**config.mk**
```make
export PLATFORM = sky130hd
export DESIGN_NAME = stopwatch_ctrl_flat
export DESIGN_NICKNAME = d
export VERILOG_FILES = /design/src/rtl/stopwatch_ctrl_if.sv /design/src/rtl/stopwatch_ctrl.sv /design/src/flat_wrapper.sv
export SDC_FILE = /design/constraint.sdc
export NUM_CORES = 1
export LEC_CHECK = 0
export ABC_AREA = 1
export CORE_UTILIZATION = 50
export CTS_BUF_LIST = sky130_fd_sc_hd__clkbuf_16
export DETAILED_ROUTE_END_ITERATION = 6
export PLACE_DENSITY = 0.84
export SYNTH_ARGS = -nofsm -noshare
export SYNTH_HDL_FRONTEND = slang
export SYNTH_SLANG_ARGS = --single-unit
```
**constraint.sdc**
```tcl
create_clock -name clk -period 2.5 [get_ports clk]
set_input_delay 0.5 -clock clk [delete_from_list [all_inputs] [get_ports clk]]
set_output_delay 0.5 -clock clk [all_outputs]
set_load 0.03 [all_outputs]
```
**src/rtl/stopwatch_ctrl_if.sv**
```systemverilog
// Button, count and mode signals between the stopwatch front-end and its
// environment. The master drives the buttons and the live count; the slave is the controller.
interface stopwatch_ctrl_if;
    logic        btn_start;
    logic        btn_lap;
    logic        btn_clear;
    logic [31:0] sw_count;
    logic [2:0]  tag1;
    logic [31:0] display;
    logic [1:0]  state;
    logic        lap_valid;

    modport master (
        output btn_start, btn_lap, btn_clear, sw_count,
        input  tag1, display, state, lap_valid
    );

    modport slave (
        input  btn_start, btn_lap, btn_clear, sw_count,
        output tag1, display, state, lap_valid
    );
endinterface

```
**src/rtl/stopwatch_ctrl.sv**
```systemverilog
// Stopwatch front-end: debounces start/lap/clear buttons and runs the
// run/pause/lap FSM that drives the stopwatch mode code and display mux.
module stopwatch_ctrl #(
    parameter int DEBOUNCE_CYCLES = 500000
) (
    input  logic             clk,
    input  logic             rst,
    stopwatch_ctrl_if.slave  bus
);
    localparam int CW = (DEBOUNCE_CYCLES > 1) ? $clog2(DEBOUNCE_CYCLES) : 1;
    localparam logic [CW-1:0] CNT_MAX = CW'(DEBOUNCE_CYCLES - 1);

    localparam logic [2:0] TAG_HOLD  = 3'd0;
    localparam logic [2:0] TAG_COUNT = 3'd1;
    localparam logic [2:0] TAG_CLEAR = 3'd2;

    typedef enum logic [1:0] {
        S_IDLE  = 2'd0,
        S_RUN   = 2'd1,
        S_PAUSE = 2'd2,
        S_LAP   = 2'd3
    } state_t;

    // Bit order everywhere: [0] start, [1] lap, [2] clear
    logic [2:0]    w_raw;
    logic [2:0]    r_s1;
    logic [2:0]    r_s2;
    logic [2:0]    r_deb;
    logic [2:0]    r_deb_d;
    logic [CW-1:0] r_cnt [3];
    logic [2:0]    w_press;

    state_t        r_state;
    state_t        w_state_nxt;
    logic [2:0]    r_tag1;
    logic [2:0]    w_tag1_nxt;
    logic [31:0]   r_lap;
    logic [31:0]   w_lap_nxt;
    logic          r_lap_valid;
    logic          w_lap_valid_nxt;

    assign w_raw   = {bus.btn_clear, bus.btn_lap, bus.btn_start};
    assign w_press = r_deb & ~r_deb_d;

    always_ff @(posedge clk) begin
        if (rst) begin
            r_s1    <= '0;
            r_s2    <= '0;
            r_deb   <= '0;
            r_deb_d <= '0;
            for (int i = 0; i < 3; i++) r_cnt[i] <= '0;
        end else begin
            r_s1    <= w_raw;
            r_s2    <= r_s1;
            r_deb_d <= r_deb;
            for (int i = 0; i < 3; i++) begin
                if (r_s2[i] == r_deb[i]) begin
                    r_cnt[i] <= '0;
                end else if (r_cnt[i] == CNT_MAX) begin
                    r_deb[i] <= r_s2[i];
                    r_cnt[i] <= '0;
                end else begin
                    r_cnt[i] <= r_cnt[i] + 1'b1;
                end
            end
        end
    end

    always_ff @(posedge clk) begin
        if (rst) begin
            r_state     <= S_IDLE;
            r_tag1      <= TAG_CLEAR;
            r_lap       <= '0;
            r_lap_valid <= 1'b0;
        end else begin
            r_state     <= w_state_nxt;
            r_tag1      <= w_tag1_nxt;
            r_lap       <= w_lap_nxt;
            r_lap_valid <= w_lap_valid_nxt;
        end
    end

    always_comb begin
        w_state_nxt     = r_state;
        w_lap_nxt       = r_lap;
        w_lap_valid_nxt = r_lap_valid;
        // Only the highest-priority press acts; the rest are dropped
        priority case (1'b1)
            w_press[2]: begin
                w_state_nxt     = S_IDLE;
                w_lap_nxt       = '0;
                w_lap_valid_nxt = 1'b0;
            end
            w_press[0]: begin
                unique case (r_state)
                    S_IDLE:  w_state_nxt = S_RUN;
                    S_RUN:   w_state_nxt = S_PAUSE;
                    S_PAUSE: w_state_nxt = S_RUN;
                    S_LAP:   w_state_nxt = S_PAUSE;
                    default: w_state_nxt = S_IDLE;
                endcase
            end
            w_press[1]: begin
                if (r_state == S_RUN) begin
                    w_state_nxt     = S_LAP;
                    w_lap_nxt       = bus.sw_count;
                    w_lap_valid_nxt = 1'b1;
                end else if (r_state == S_LAP) begin
                    w_state_nxt = S_RUN;
                end
            end
            default: ;
        endcase

        if (w_press[2])
            w_tag1_nxt = TAG_CLEAR;
        else if (w_state_nxt == S_RUN || w_state_nxt == S_LAP)
            w_tag1_nxt = TAG_COUNT;
        else
            w_tag1_nxt = TAG_HOLD;
    end

    assign bus.tag1      = r_tag1;
    assign bus.state     = r_state;
    assign bus.lap_valid = r_lap_valid;
    assign bus.display   = (r_state == S_LAP) ? r_lap : bus.sw_count;
endmodule
```
**src/flat_wrapper.sv**
```systemverilog
// flat-port wrapper written by rule: the top's interface ports become plain ports
module stopwatch_ctrl_flat 
#(
    parameter int DEBOUNCE_CYCLES = 500000
)
  (clk, rst, bus_btn_start, bus_btn_lap, bus_btn_clear, bus_sw_count, bus_tag1, bus_display, bus_state, bus_lap_valid);
  stopwatch_ctrl_if bus_i ();
  input  logic clk;
  input  logic rst;
  input wire logic [$bits(bus_i.btn_start)-1:0] bus_btn_start;
  input wire logic [$bits(bus_i.btn_lap)-1:0] bus_btn_lap;
  input wire logic [$bits(bus_i.btn_clear)-1:0] bus_btn_clear;
  input wire logic [$bits(bus_i.sw_count)-1:0] bus_sw_count;
  output wire logic [$bits(bus_i.tag1)-1:0] bus_tag1;
  output wire logic [$bits(bus_i.display)-1:0] bus_display;
  output wire logic [$bits(bus_i.state)-1:0] bus_state;
  output wire logic [$bits(bus_i.lap_valid)-1:0] bus_lap_valid;
  assign bus_i.btn_start = bus_btn_start;
  assign bus_i.btn_lap = bus_btn_lap;
  assign bus_i.btn_clear = bus_btn_clear;
  assign bus_i.sw_count = bus_sw_count;
  assign bus_tag1 = bus_i.tag1;
  assign bus_display = bus_i.display;
  assign bus_state = bus_i.state;
  assign bus_lap_valid = bus_i.lap_valid;
  stopwatch_ctrl #(.DEBOUNCE_CYCLES(DEBOUNCE_CYCLES)) u_core (.clk(clk), .rst(rst), .bus(bus_i));
endmodule
```
After elaboration in Yosys (flattened, before gate mapping):

Memories as Yosys holds them, arrays and structs flattened.
Index checks and enable logic that the tools add are counted.

* output and inout port bits: 38
* RAM bits: 57
* input port bits: 37
* logic and storage cells: 101
* register bits after elaboration: 50
* memories kept: 1

Memory list
* u_core.r_cnt: depth 3, width 19, rd ports 3, clocked after memory_dff 0, write ports 3, RTL line stopwatch_ctrl.sv:30 `logic [CW-1:0] r_cnt [3];`

* equality and inequality tests: 11
* $add $sub $neg: 3
* reductions and logical operators: 9
* multiplexer cells: 52
* bitwise logic cells: 15

Operators by type and width (number)
* $mux W19: 9
* $add A19 B1 Y19 const B: 3
* $eq A19 B19 Y1 const B: 3
* $mux W1: 36
* $mux W32: 1
* $mux W2: 5
* $or A1 B1 Y1: 9
* $eq A2 B2 Y1 const B: 3
* $reduce_and A2 Y1: 3
* $reduce_or A2 Y1: 3
* $eq A2 B1 Y1 const B: 2
* $not A1 Y1: 4
* $pmux W2 S2: 1
* $and A3 B3 Y3: 1
* $eq A1 B1 Y1: 3
* $not A3 Y3: 1
* $reduce_and A3 Y1: 1
* $logic_not A2 Y1: 1
* $logic_or A1 B1 Y1: 1

Longest topological paths before layout:

Gate-level depths: netlist of the first run.

* depth after elaboration: 9
* mapped depth: 9
* gate-level depth less buffers: 9

Worst setup path before layout of the first run:

No wires, ideal clock.

* path kind: reg2out
* start point: reg u_core.r_state[0] (netlist: u_core.bus.state[0])
* end point: out bus_display[10]
* required time: 2000 ps
* path slack: 454 ps
* path buffers: 2
* cell stages (with the launch flop): 7
* data arrival time: 1546 ps
* cell sequence: dfxtp_1 > ha_1 > clkbuf_1 > clkinv_1 > clkbuf_1 > nand2_1 > nand2_1

* word-level cells in the longest chain between the ends: 2

RTL lines
* start, declared: RTL line stopwatch_ctrl.sv:33 `state_t r_state;`
* start signal, assigned: RTL line stopwatch_ctrl.sv:76 `r_state <= w_state_nxt;`
* $eq A2 B2 Y1: RTL line stopwatch_ctrl.sv:126 `assign bus.display = (r_state == S_LAP) ? r_lap : bus.sw_count;`
* $mux W32: RTL line stopwatch_ctrl.sv:126
* end, declared: RTL line flat_wrapper.sv:15 `output wire logic [$bits(bus_i.display)-1:0] bus_display;`

Every way passes these cells.

Final worst setup path of the first run:

* start point: reg u_core.r_state[0] (netlist: u_core.bus.state[0])
* end point: out bus_display[26]

The elaborated chain is that of the path after synthesis.

==> results_dict.tcl, run 1 <==
set metrics [dict create \
    synth.area.top_cells "edfxtp_1 (30%), nand2_1 (19%), dfxtp_1 (17%)" \
    multi_input_area_sq_um 2820 \
    setup_ws_ns 0.230 \
    endpoint_kind "output port" \
    cts_setup_buffers 0 \
    yosysUniqueCellTypes 33 \
    htreeDepth 3 \
    slew_viol_final 0 \
    drt_wl_total_microns 11500 \
    num-nets-final 940 \
    seqPwrFrac 0.529 \
    synth_warnings 0 \
    overflow 0 \
    numCtsBuffers 9 \
    powerDensity_nw_per_um2 519 \
    combinationalPowerShare 0.085 \
    grt_first_pass_wirelength_microns 19800 \
    root_buffer "clkbuf_16" \
    setup_viol 0 \
    relSlewSlack 0.508 \
    die_area_sq_um 11800 \
    yosysSeqAreaShare 0.474 \
    rsz0062_at_grt "no" \
    drtPass1Iterations 4 \
    period_needed_ns 2.27 \
    final_layout_size_suffix_gt1_frac 0.0554 \
    grt_antenna_before_repair 0 \
    wl_per_cell_microns 11.0 \
    gp_congestion 0.866 \
    p_int_w 0.00275 \
    fmax_ghz 0.440 \
    core_sq_um 10900 \
    switching_power_w 0.000887 \
    r2r_setup_slack_ns 0.61 \
    n_antenna_cell 0 \
    drv_cap 0 \
    drc 0 \
    post_synth_instance_area_sq_um 5680 \
    clkPwrFrac 0.386 \
    power.leakage_nw 2.89 \
    vias 4979 \
    die_x_microns 109 \
    synth_top_area_share 0.301 \
    initial_core_util 0.520 \
    cts_hold_buf 0 \
    yosysTopAreaCell "edfxtp_1" \
    syn_inst 772 \
    path_clk_slew_ns 0.07 \
    n_fill_cell 963 \
    grt_max_degree 34 \
    viasPerCell 4.77 \
    crit_required_ns 2.00 \
    peakVddDrop_mv 0.284 \
    cts_buffer_depth 2 \
    crit_fanout 20 \
    path_class "flop to output port" \
    ys_seq_elements 106 \
    dp_slack_ns 0.201 \
    critical_path_arrival_ns 1.77 \
    fin_skew_ns 0.00961 \
    rows 38 \
    cts_resized 27 \
    io_buffers 73 \
    syn_to_final_growth_pct 23.3 \
    status "complete, no violations" \
    start_kind "flop" \
    clkLatencyLatePin_ns 0.35 \
    cts.sinks 106 \
    worstMarginPinSlew_ns 0.738 \
    grt_pass1_vias 4651 \
    final_hold_viol_count 0 \
    dp.final_hpwl_microns 8200 \
    synth_area_per_cell_sq_um 7.36 \
    post-route-period-util 0.908 \
    io_pins 75 \
    first_iter_violations 249 \
    holdCritPathClass "flop to flop" \
    cts_tree "built" \
    dieHeight_microns 109 \
    tns_ns 0 \
    netSwitchingFraction 0.244 \
    regArea_sq_um 2690 \
    detail-route-antenna-nets 0 \
    grt_usage 0.210 \
]
critical path, stage by stage, from the launching register on:
cell	delay, ns
dfxtp_1	0.39
ha_1	0.22
buf_4	0.26
nand2_1	0.10
nand2_1	0.07
dlygate4sd2_1	0.39
stage by stage:
step / hold slack [ns] / utilization / total power (W) / instance area [sq um] / instances
2_1_floorplan: 0.388 / - / 0.00214 / 5890 / 828
3_3_place_gp: 0.396 / 0.615 / 0.00228 / 6730 / 1027
3_5_place_dp: 0.396 / 0.615 / 0.00229 / 6730 / 1027
4_1_cts: 0.406 / 0.639 / 0.00367 / 6990 / 1043
5_1_grt: 0.416 / 0.640 / 0.00377 / 7000 / 1043
6_report: 0.406 / 0.640 / 0.00364 / 7000 / 1043
cell usage after synthesis (all sizes together):
master / number
inv: 66
nand2: 291
nand4: 10
conb: 2
or2: 4
xor2: 19
nor3b: 1
o21bai: 1
ha: 5
a21oi: 50
o21ai: 8
dfxtp: 49
clkbuf: 11
nor3: 7
clkinv: 1
nand3: 35
xnor2: 9
edfxtp: 57
and2: 1
nor2: 135
buf: 10
kinds of logic (layout without fill, tap and decap cells):
logic type,count (synthesis),after routing,synth area share
xor+xnor,28,28,0.0432
simple gates,484,484,0.350
fa+ha+maj,5,5,0.0110
flops,106,106,0.474
other cells,2,58,0.00132
compound gates,59,59,0.0531
buf+inv,88,163,0.0676
cell type report:
class | instances | share of cell area
Timing Repair Buffer | 80 | 0.111
Sequential cell | 106 | 0.384
Tap cell | 140 | 0.0250
Clock buffer | 10 | 0.0357
Inverter | 67 | 0.0359
Multi-Input combinational cell | 634 | 0.402
Clock inverter | 6 | 0.00625
flip-flops by register name (all words and copies together) (netlist names), 2 cells and up:
register	flops
u_core.r_cnt	57
u_core.r_lap	32
u_core.r_deb	3
u_core.r_deb_d	3
u_core.r_s1	3
u_core.r_s2	3
u_core.bus.state	2
u_core.bus.tag1	2
placed cells by master, fill, tap and decap left out, types with 2 or more instances in the layout:
master / instances
inv_4: 2
dlygate4sd2_1: 27
edfxtp_1: 57
ha_1: 5
nand4_1: 10
nor2_2: 12
inv_1: 64
dlymetal6s2s_1: 5
clkbuf_16: 10
a21oi_1: 50
conb_1: 58
nand2_2: 3
clkdlybuf4s50_1: 41
nor2_4: 2
nor2_1: 121
dfxtp_1: 49
o21ai_0: 6
inv_6: 2
or2_2: 4
nand2_1: 287
nand3_1: 33
nor3_1: 7
inv_2: 2
xor2_1: 19
xnor2_1: 9
buf_4: 6
metal layers:
metal | GRT usage | routed length (microns) | up-vias
met5 | 0 | 0 | -
met4 | 0.0801 | 228 | 0
met3 | 0.0350 | 562 | 22
met2 | 0.365 | 5520 | 114
met1 | 0.258 | 5190 | 2214
li1 | - | - | 2629
worst paths after layout:
check / to / from / cells past startpoint
max: bus_display[26] / u_core.bus.state[0] / 5
min reg2reg: u_core.r_s2[2] / u_core.r_s1[2] / 2
min: u_core.r_s2[2] / u_core.r_s1[2] / 2
max reg2reg: u_core.r_cnt[2][16] / u_core.r_cnt[2][0] / 8
power by group through the flow:
stage	combinational [W]	sequential (W)	clock [W]
2_1_floorplan	0.000187	0.00195	0
3_3_place_gp	0.000320	0.00196	0
3_5_place_dp	0.000324	0.00196	0
4_1_cts	0.000309	0.00192	0.00144
5_1_grt	0.000346	0.00193	0.00149
6_report	0.000309	0.00193	0.00140
Power figures use the tool's default switching activity.
==> run 2: changes to the inputs <==
CTS_CLUSTER_DIAMETER = 50   (was not set)
==> results of run 2 <==
Final layout, timing and power as in run 1 (identical DEF).
